## src/rtl/uart_pkg.sv

```systemverilog
// Shared UART constants: parity modes, FSM state encodings and bit-timing helpers.
package uart_pkg;

  localparam int PAR_NONE = 0;
  localparam int PAR_EVEN = 1;
  localparam int PAR_ODD  = 2;

  localparam logic [2:0] ST_IDLE   = 3'd0;
  localparam logic [2:0] ST_START  = 3'd1;
  localparam logic [2:0] ST_DATA   = 3'd2;
  localparam logic [2:0] ST_PARITY = 3'd3;
  localparam logic [2:0] ST_STOP   = 3'd4;

  // Rounded clocks-per-bit.
  function automatic int calc_div(input int clk_hz, input int baud);
    return (clk_hz + baud / 2) / baud;
  endfunction

  function automatic int cnt_width(input int n);
    return (n <= 2) ? 1 : $clog2(n);
  endfunction

endpackage

```

## src/rtl/sync_fifo.sv

```systemverilog
// Synchronous first-word-fall-through FIFO with occupancy count; push while full
// is accepted only when a pop happens in the same cycle.
module sync_fifo #(
  parameter int WIDTH = 8,
  parameter int DEPTH = 16
) (
  input  logic                     clk_i,
  input  logic                     rst_i,
  input  logic                     push_i,
  input  logic [WIDTH-1:0]         dat_i,
  input  logic                     pop_i,
  output logic [WIDTH-1:0]         dat_o,
  output logic [$clog2(DEPTH):0]   count_o
);

  localparam int AW = $clog2(DEPTH);

  logic [WIDTH-1:0] mem_q [DEPTH];
  logic [AW-1:0]    wr_q, rd_q;
  logic [AW:0]      cnt_q;
  logic             do_push, do_pop;

  assign do_pop  = pop_i && (cnt_q != '0);
  assign do_push = push_i && ((cnt_q != (AW+1)'(DEPTH)) || do_pop);
  assign dat_o   = mem_q[rd_q];
  assign count_o = cnt_q;

  always_ff @(posedge clk_i) begin
    if (rst_i) begin
      wr_q  <= '0;
      rd_q  <= '0;
      cnt_q <= '0;
    end else begin
      if (do_push) wr_q <= wr_q + 1'b1;
      if (do_pop)  rd_q <= rd_q + 1'b1;
      cnt_q <= cnt_q + (AW+1)'(do_push) - (AW+1)'(do_pop);
    end
  end

  always_ff @(posedge clk_i) begin
    if (do_push) mem_q[wr_q] <= dat_i;
  end

endmodule

```

## src/rtl/uart_fifo.sv

```systemverilog
// Full-duplex UART with TX and RX FIFOs; TX frames stream back-to-back while the TX FIFO
// holds data, received characters appear one cycle after the stop sample.
module uart_fifo
  import uart_pkg::*;
#(
  parameter int CLK_HZ     = 50000000,
  parameter int BAUD       = 115200,
  parameter int DATA_BITS  = 8,
  parameter int FIFO_DEPTH = 16,
  parameter int PARITY     = 0
) (
  input  logic                          Clock,
  input  logic                          Reset,
  input  logic                          RxD,
  output logic                          TxD,
  input  logic                          readRX,
  output logic                          charReady,
  output logic [DATA_BITS-1:0]          RXchar,
  input  logic                          writeTX,
  input  logic [DATA_BITS-1:0]          TXchar,
  output logic                          TXempty,
  output logic                          TXidle,
  output logic [$clog2(FIFO_DEPTH):0]   RXcount,
  output logic [2:0]                    errFlags,
  input  logic                          clrErr
);

  localparam int DIV = calc_div(CLK_HZ, BAUD);
  localparam int CW  = cnt_width(DIV);
  localparam int AW  = $clog2(FIFO_DEPTH);
  localparam logic [CW-1:0] BIT_END  = CW'(DIV - 1);
  localparam logic [CW-1:0] HALF_END = CW'(DIV / 2 - 1);
  localparam logic [3:0]    LAST_BIT = 4'(DATA_BITS - 1);

  logic [AW:0]            tx_cnt, rx_cnt;
  logic [DATA_BITS-1:0]   tx_head;
  logic                   tx_empty, tx_full, rx_full, tx_pop, tx_load, rx_push;

  logic [2:0]             tx_st_q, tx_st_d, rx_st_q, rx_st_d;
  logic [CW-1:0]          tx_cnt_q, tx_cnt_d, rx_cnt_q, rx_cnt_d;
  logic [3:0]             tx_idx_q, tx_idx_d, rx_idx_q, rx_idx_d;
  logic [DATA_BITS-1:0]   tx_shift_q, tx_shift_d, rx_shift_q, rx_shift_d;
  logic                   tx_par_q, tx_par_d, rx_par_q, rx_par_d, tx_q, tx_d;
  logic [1:0]             sync_q;
  logic                   rx_prev_q, rx_s, tx_end, rx_end, rx_done, par_ok, rx_good;
  logic [2:0]             err_q, err_d;

  assign tx_empty  = (tx_cnt == '0);
  assign tx_full   = (tx_cnt == (AW+1)'(FIFO_DEPTH));
  assign rx_full   = (rx_cnt == (AW+1)'(FIFO_DEPTH));
  assign TxD       = tx_q;
  assign TXempty   = !tx_full;
  assign TXidle    = (tx_st_q == ST_IDLE) && tx_empty;
  assign charReady = (rx_cnt != '0);
  assign RXcount   = rx_cnt;
  assign errFlags  = err_q;

  sync_fifo #(.WIDTH(DATA_BITS), .DEPTH(FIFO_DEPTH)) u_tx_fifo (
    .clk_i(Clock), .rst_i(Reset), .push_i(writeTX && !tx_full), .dat_i(TXchar),
    .pop_i(tx_pop), .dat_o(tx_head), .count_o(tx_cnt)
  );

  sync_fifo #(.WIDTH(DATA_BITS), .DEPTH(FIFO_DEPTH)) u_rx_fifo (
    .clk_i(Clock), .rst_i(Reset), .push_i(rx_push), .dat_i(rx_shift_q),
    .pop_i(readRX), .dat_o(RXchar), .count_o(rx_cnt)
  );

  assign tx_end = (tx_cnt_q == BIT_END);

  always_comb begin
    tx_st_d    = tx_st_q;
    tx_cnt_d   = tx_end ? '0 : tx_cnt_q + 1'b1;
    tx_idx_d   = tx_idx_q;
    tx_shift_d = tx_shift_q;
    tx_par_d   = tx_par_q;
    tx_d       = tx_q;
    tx_load    = 1'b0;
    case (tx_st_q)
      ST_IDLE: begin
        tx_cnt_d = '0;
        tx_d     = 1'b1;
        tx_load  = !tx_empty;
      end
      ST_START: if (tx_end) begin
        tx_st_d  = ST_DATA;
        tx_idx_d = '0;
        tx_d     = tx_shift_q[0];
      end
      ST_DATA: if (tx_end) begin
        if (tx_idx_q == LAST_BIT) begin
          tx_st_d = (PARITY != PAR_NONE) ? ST_PARITY : ST_STOP;
          tx_d    = (PARITY != PAR_NONE) ? tx_par_q : 1'b1;
        end else begin
          tx_idx_d   = tx_idx_q + 1'b1;
          tx_shift_d = tx_shift_q >> 1;
          tx_d       = tx_shift_q[1];
        end
      end
      ST_PARITY: if (tx_end) begin
        tx_st_d = ST_STOP;
        tx_d    = 1'b1;
      end
      ST_STOP: if (tx_end) begin
        tx_st_d = ST_IDLE;
        tx_load = !tx_empty;
      end
      default: tx_st_d = ST_IDLE;
    endcase
    // Loading from STOP skips IDLE so consecutive frames have no gap.
    tx_pop = tx_load;
    if (tx_load) begin
      tx_st_d    = ST_START;
      tx_cnt_d   = '0;
      tx_shift_d = tx_head;
      tx_par_d   = (PARITY == PAR_ODD) ? ~^tx_head : ^tx_head;
      tx_d       = 1'b0;
    end
  end

  assign rx_s   = sync_q[1];
  assign rx_end = (rx_cnt_q == BIT_END);

  always_comb begin
    rx_st_d    = rx_st_q;
    rx_cnt_d   = rx_end ? '0 : rx_cnt_q + 1'b1;
    rx_idx_d   = rx_idx_q;
    rx_shift_d = rx_shift_q;
    rx_par_d   = rx_par_q;
    case (rx_st_q)
      ST_IDLE: begin
        rx_cnt_d = '0;
        if (rx_prev_q && !rx_s) rx_st_d = ST_START;
      end
      ST_START: if (rx_cnt_q == HALF_END) begin
        rx_cnt_d = '0;
        rx_idx_d = '0;
        rx_st_d  = rx_s ? ST_IDLE : ST_DATA;
      end
      ST_DATA: if (rx_end) begin
        rx_shift_d = {rx_s, rx_shift_q[DATA_BITS-1:1]};
        if (rx_idx_q == LAST_BIT) rx_st_d = (PARITY != PAR_NONE) ? ST_PARITY : ST_STOP;
        else                      rx_idx_d = rx_idx_q + 1'b1;
      end
      ST_PARITY: if (rx_end) begin
        rx_par_d = rx_s;
        rx_st_d  = ST_STOP;
      end
      ST_STOP: if (rx_end) rx_st_d = ST_IDLE;
      default: rx_st_d = ST_IDLE;
    endcase
  end

  assign rx_done = (rx_st_q == ST_STOP) && rx_end;
  assign par_ok  = (PARITY == PAR_NONE) || ((^{rx_shift_q, rx_par_q}) == (PARITY == PAR_ODD));
  assign rx_good = rx_done && rx_s && par_ok;
  assign rx_push = rx_good && (!rx_full || readRX);

  // A fresh error in the clearing cycle still sticks.
  always_comb begin
    err_d    = clrErr ? 3'b000 : err_q;
    err_d[2] = err_d[2] | (rx_done && rx_s && !par_ok);
    err_d[1] = err_d[1] | (rx_done && !rx_s);
    err_d[0] = err_d[0] | (rx_good && rx_full && !readRX);
  end

  always_ff @(posedge Clock) begin
    if (Reset) begin
      tx_st_q    <= ST_IDLE;
      tx_cnt_q   <= '0;
      tx_idx_q   <= '0;
      tx_shift_q <= '0;
      tx_par_q   <= 1'b0;
      tx_q       <= 1'b1;
      rx_st_q    <= ST_IDLE;
      rx_cnt_q   <= '0;
      rx_idx_q   <= '0;
      rx_shift_q <= '0;
      rx_par_q   <= 1'b0;
      sync_q     <= 2'b11;
      rx_prev_q  <= 1'b1;
      err_q      <= 3'b000;
    end else begin
      tx_st_q    <= tx_st_d;
      tx_cnt_q   <= tx_cnt_d;
      tx_idx_q   <= tx_idx_d;
      tx_shift_q <= tx_shift_d;
      tx_par_q   <= tx_par_d;
      tx_q       <= tx_d;
      rx_st_q    <= rx_st_d;
      rx_cnt_q   <= rx_cnt_d;
      rx_idx_q   <= rx_idx_d;
      rx_shift_q <= rx_shift_d;
      rx_par_q   <= rx_par_d;
      sync_q     <= {sync_q[0], RxD};
      rx_prev_q  <= sync_q[1];
      err_q      <= err_d;
    end
  end

endmodule

```

## config.mk

```make
export PLATFORM = sky130hd
export DESIGN_NAME = uart_fifo
export DESIGN_NICKNAME = d
export VERILOG_FILES = /design/src/rtl/uart_pkg.sv /design/src/rtl/sync_fifo.sv /design/src/rtl/uart_fifo.sv
export SDC_FILE = /design/constraint.sdc
export NUM_CORES = 1
export LEC_CHECK = 0
export ABC_AREA = 1
export CAP_MARGIN = 10
export CORE_MARGIN = 10
export CORE_UTILIZATION = 30
export DETAILED_ROUTE_END_ITERATION = 6
export GPL_ROUTABILITY_DRIVEN = 0
export PLACE_DENSITY = 0.5
export SLEW_MARGIN = 5
export SYNTH_ARGS = -nofsm -noshare
export SYNTH_HDL_FRONTEND = slang
export SYNTH_SLANG_ARGS = --single-unit
```

## constraint.sdc

```tcl
create_clock -name Clock -period 2.8 [get_ports Clock]
set_input_delay 0.84 -clock Clock [delete_from_list [all_inputs] [get_ports Clock]]
set_output_delay 0.84 -clock Clock [all_outputs]
set_load 0.02 [all_outputs]
```

==> summary.txt <==
die height -> 239.9 um
worst r2r path cells -> 15
Final nets -> 1,462
Placed Instances -> 1,979
initial antenna violation count -> 0
Cell Count, Final, Fillers Out -> 2,060
Most common cell on crit path -> buf_6
CP required -> 1.96 ns
TritonCTS clock tree -> done
Max VDD drop -> 0.4288 mV
hold wc startpoint -> sync_q[0]$_SDFF_PP1_
Pins Over Slew Limit -> 0
Max-cap violations -> 0
Seq/Total Area, Yosys -> 65.11%
via count of the first global-routing pass -> 9,471
Top FF cell, synth -> edfxtp_1
Reg2Reg Setup Slack -> 0.26 ns
Async SR Flop Fraction -> 0%
core area -> 47,750 um^2
Ys Warns -> 0
WL per Instance -> 16.50 um
min-delay worst type -> reg2reg
number of buffers added on ports -> 32
# clock sinks -> 344
leak pwr -> 6.399 nW
cts bufs inserted -> 38
DRC Markers -> 0
fin crit period -> 2.884 ns
GR Util All Layers -> 11.78%
pre-CTS setup slack -> -0.1864 ns
final wirelength -> 34.00 mm
slowest cell on the critical path -> dfxtp_4
hold_buf cts -> 0
die area -> 57,570 um^2
Clock transition at path regs -> 0.06 ns
routed vias/inst -> 4.626
Antenna Cells -> 0
Congestion Overflow GR -> 0
Via Count -> 9,529
ordered cell list for the critical path -> buf_6 -> buf_6 -> buf_12 -> mux2i_1 -> o211ai_1 -> o211ai_1 -> nand2_1 -> buf_6
Mapped Cells -> 1,319
Layout area overhead -> 19.25%
Initial Utilization -> 30.40%
Clock Path Buffers -> 3
Critical Path Max Stage Delay -> 0.44 ns
CP endpoint kind -> output pin
Worst-Margin Slew -> 0.8487 ns
commonest non-fill, non-tap cell in the layout -> edfxtp_1
Syn Nets -> 1,364
Top Ports -> 34
share of cells above drive strength 1 -> 13.43%
mapped cell area -> 14,510 um^2
crit-path max FO -> 7
Crit Reg-Reg Endpoint -> u_rx_fifo.count_o[4]$_SDFF_PP0_
WHS Path Cells -> 1
hpwl dp -> 21.74 mm
worst-skew pair later-pin latency -> 0.53 ns
Final ANT Viol Nets -> 0
crit path launch type -> register
Fmax -> 0.3467 GHz
Min-Delay Endpoint -> sync_q[1]$_SDFF_PP1_
first-pass GRT wire length -> 53.36 mm
Final Instance Area -> 17,310 um^2
DRT Pass-1 Iters -> 4
die width -> 239.9 um
Hold Fails Final Rpt -> 0
failing checks -> negative setup slack
Post-Synthesis Mean Instance Area -> 11.00 um^2
CTS H-tree lvls -> 2
clk_skew -> 0.02340 ns
Pwr per Cell Area -> 872.6 nW/um^2
fin worst setup slack -> -0.08398 ns
Initial DRC Count -> 576
fin crit share -> 103.0%
WP data arrival -> 2.04 ns
CP Class -> reg2out
#FFs+latches synth -> 344
Max-slew headroom -> 43.34%
RR Startpoint -> u_rx_fifo.count_o[2]$_SDFF_PP0_
number of flops mapped to enable cells by yosys -> 256
endpoints failing setup -> 8
Netlist cell types -> 44
std cell rows -> 80
largest net degree at the start of global routing -> 49
commonest cells after routing, fill and taps aside -> edfxtp_1, nor2_1, nand2_1, inv_1, o21ai_0
status -> complete, but fails checks
unrepaired setup endpoints after global routing -> yes
clk root buf -> clkbuf_16
Post-Place Cell Area -> 15,910 um^2
## worst max-delay path: cells and delay by family, from the launching register on
| kind | cells | cell delay, ns |
|---|---|---|
| multiplexers | 1 | 0.20 |
| AND/OR/NAND/NOR | 1 | 0.10 |
| buffers and inverters | 4 | 0.54 |
| AO/OA/AOI/OAI | 2 | 0.22 |
| flip-flops | 1 | 0.44 |
## worst max-delay path by stage
stage	endpoint	slack, ns	depth (start not counted)
after floorplan	u_rx_fifo.count_o[4]$_SDFF_PP0_	0.18	15
after global placement	u_rx_fifo.count_o[4]$_SDFF_PP0_	-0.20	11
after detailed placement	u_rx_fifo.count_o[4]$_SDFF_PP0_	-0.19	11
after CTS	RXchar[6]	-0.10	8
after global routing	RXchar[1]	-0.18	8
final	RXchar[1]	-0.08	8
## flip-flops by register name, summed over array words and instances (netlist names), 5 cells and up, named ones only
name,cells
tx_shift_q,8
u_tx_fifo.mem_q,128
u_rx_fifo.mem_q,128
rx_shift_q,8
u_tx_fifo.count_o,5
u_rx_fifo.count_o,5
rx_cnt_q,9
tx_cnt_q,9
## stage by stage
step / power (W) / TNS (ns) / util, % / hold slack (ns)
after CTS: 0.01526 / -0.5182 / 36.20 / 0.4192
after global routing: 0.01611 / -1.259 / 36.25 / 0.4345
final: 0.01510 / -0.3759 / 36.25 / 0.4108
after detailed placement: 0.01025 / -0.1864 / 33.32 / 0.4053
after global placement: 0.01020 / -0.1975 / 33.32 / 0.4015
after floorplan: 0.008950 / 0 / - / 0.3895
## per-layer routing
layer,up-vias,part of all wire (%),GRT usage [%]
met5,-,0,0
met1,4556,46,15.04
met3,53,4.1,1.992
met2,149,48,19.84
li1,4771,-,-
met4,0,2.3,3.949
## Yosys cell counts (2+ instances only)
library cell | n | area share, %
edfxtp_1 | 256 | 53
nor2_1 | 182 | 4.7
nand2_1 | 150 | 3.9
o21ai_0 | 124 | 4.3
inv_1 | 121 | 3.1
dfxtp_1 | 88 | 12
a21oi_1 | 78 | 2.7
nand3_1 | 63 | 2.2
o211ai_1 | 55 | 2.8
mux2i_1 | 32 | 2.2
clkbuf_1 | 30 | 0.78
ha_1 | 29 | 2.5
buf_2 | 16 | 0.55
xor2_1 | 14 | 0.84
nand2_2 | 10 | 0.43
nand4_1 | 8 | 0.34
inv_2 | 6 | 0.16
nor2_4 | 6 | 0.47
nor3_1 | 6 | 0.21
o22ai_1 | 6 | 0.26
buf_4 | 4 | 0.21
o21ai_1 | 3 | 0.10
or2_2 | 3 | 0.13
buf_1 | 2 | 0.052
buf_6 | 2 | 0.16
fa_1 | 2 | 0.28
nand3_2 | 2 | 0.14
nand3_4 | 2 | 0.24
nor3_2 | 2 | 0.14
nor3b_1 | 2 | 0.10
o31ai_1 | 2 | 0.10
## report_power, final
group | internal, W | switching [W] | leakage (nW)
sequential | 0.00574 | 0.000255 | 3.36
clock | 0.00280 | 0.00196 | 0.578
combinational | 0.00165 | 0.00269 | 2.46
## logic make-up (layout without fill, tap and decap cells)
group                      after synthesis  count (layout)  share of synthesized area (%)
and+or+nand+nor                        440             440                          13.16
DFF                                    344             344                          65.11
xor gates and xnor gates                15              15                         0.9053
AOI/OAI and AO/OA                      273             273                          10.70
muxes                                   32              32                          2.207
buffers and inverters                  183             309                          5.113
adders and majority gates               31              31                          2.776
other                                    1               1                        0.02584
## area by class of cell
class	instances	area [um^2]
clock inverter	14	126.4
clock buffer	54	1051
sequential	344	9454
tap	615	769.5
fill	4671	30440
multi-input combinational	792	4367
timing repair buffer	112	1050
inverter	129	489.2
## what timing repair did
action	in CTS	in global routing
buffers inserted	9	3
gates cloned	2	1
pin swaps	11	18
resized for setup	82	20
endpoints found under the setup margin	11	10
No activity file was read; power rests on OpenSTA's default activity.
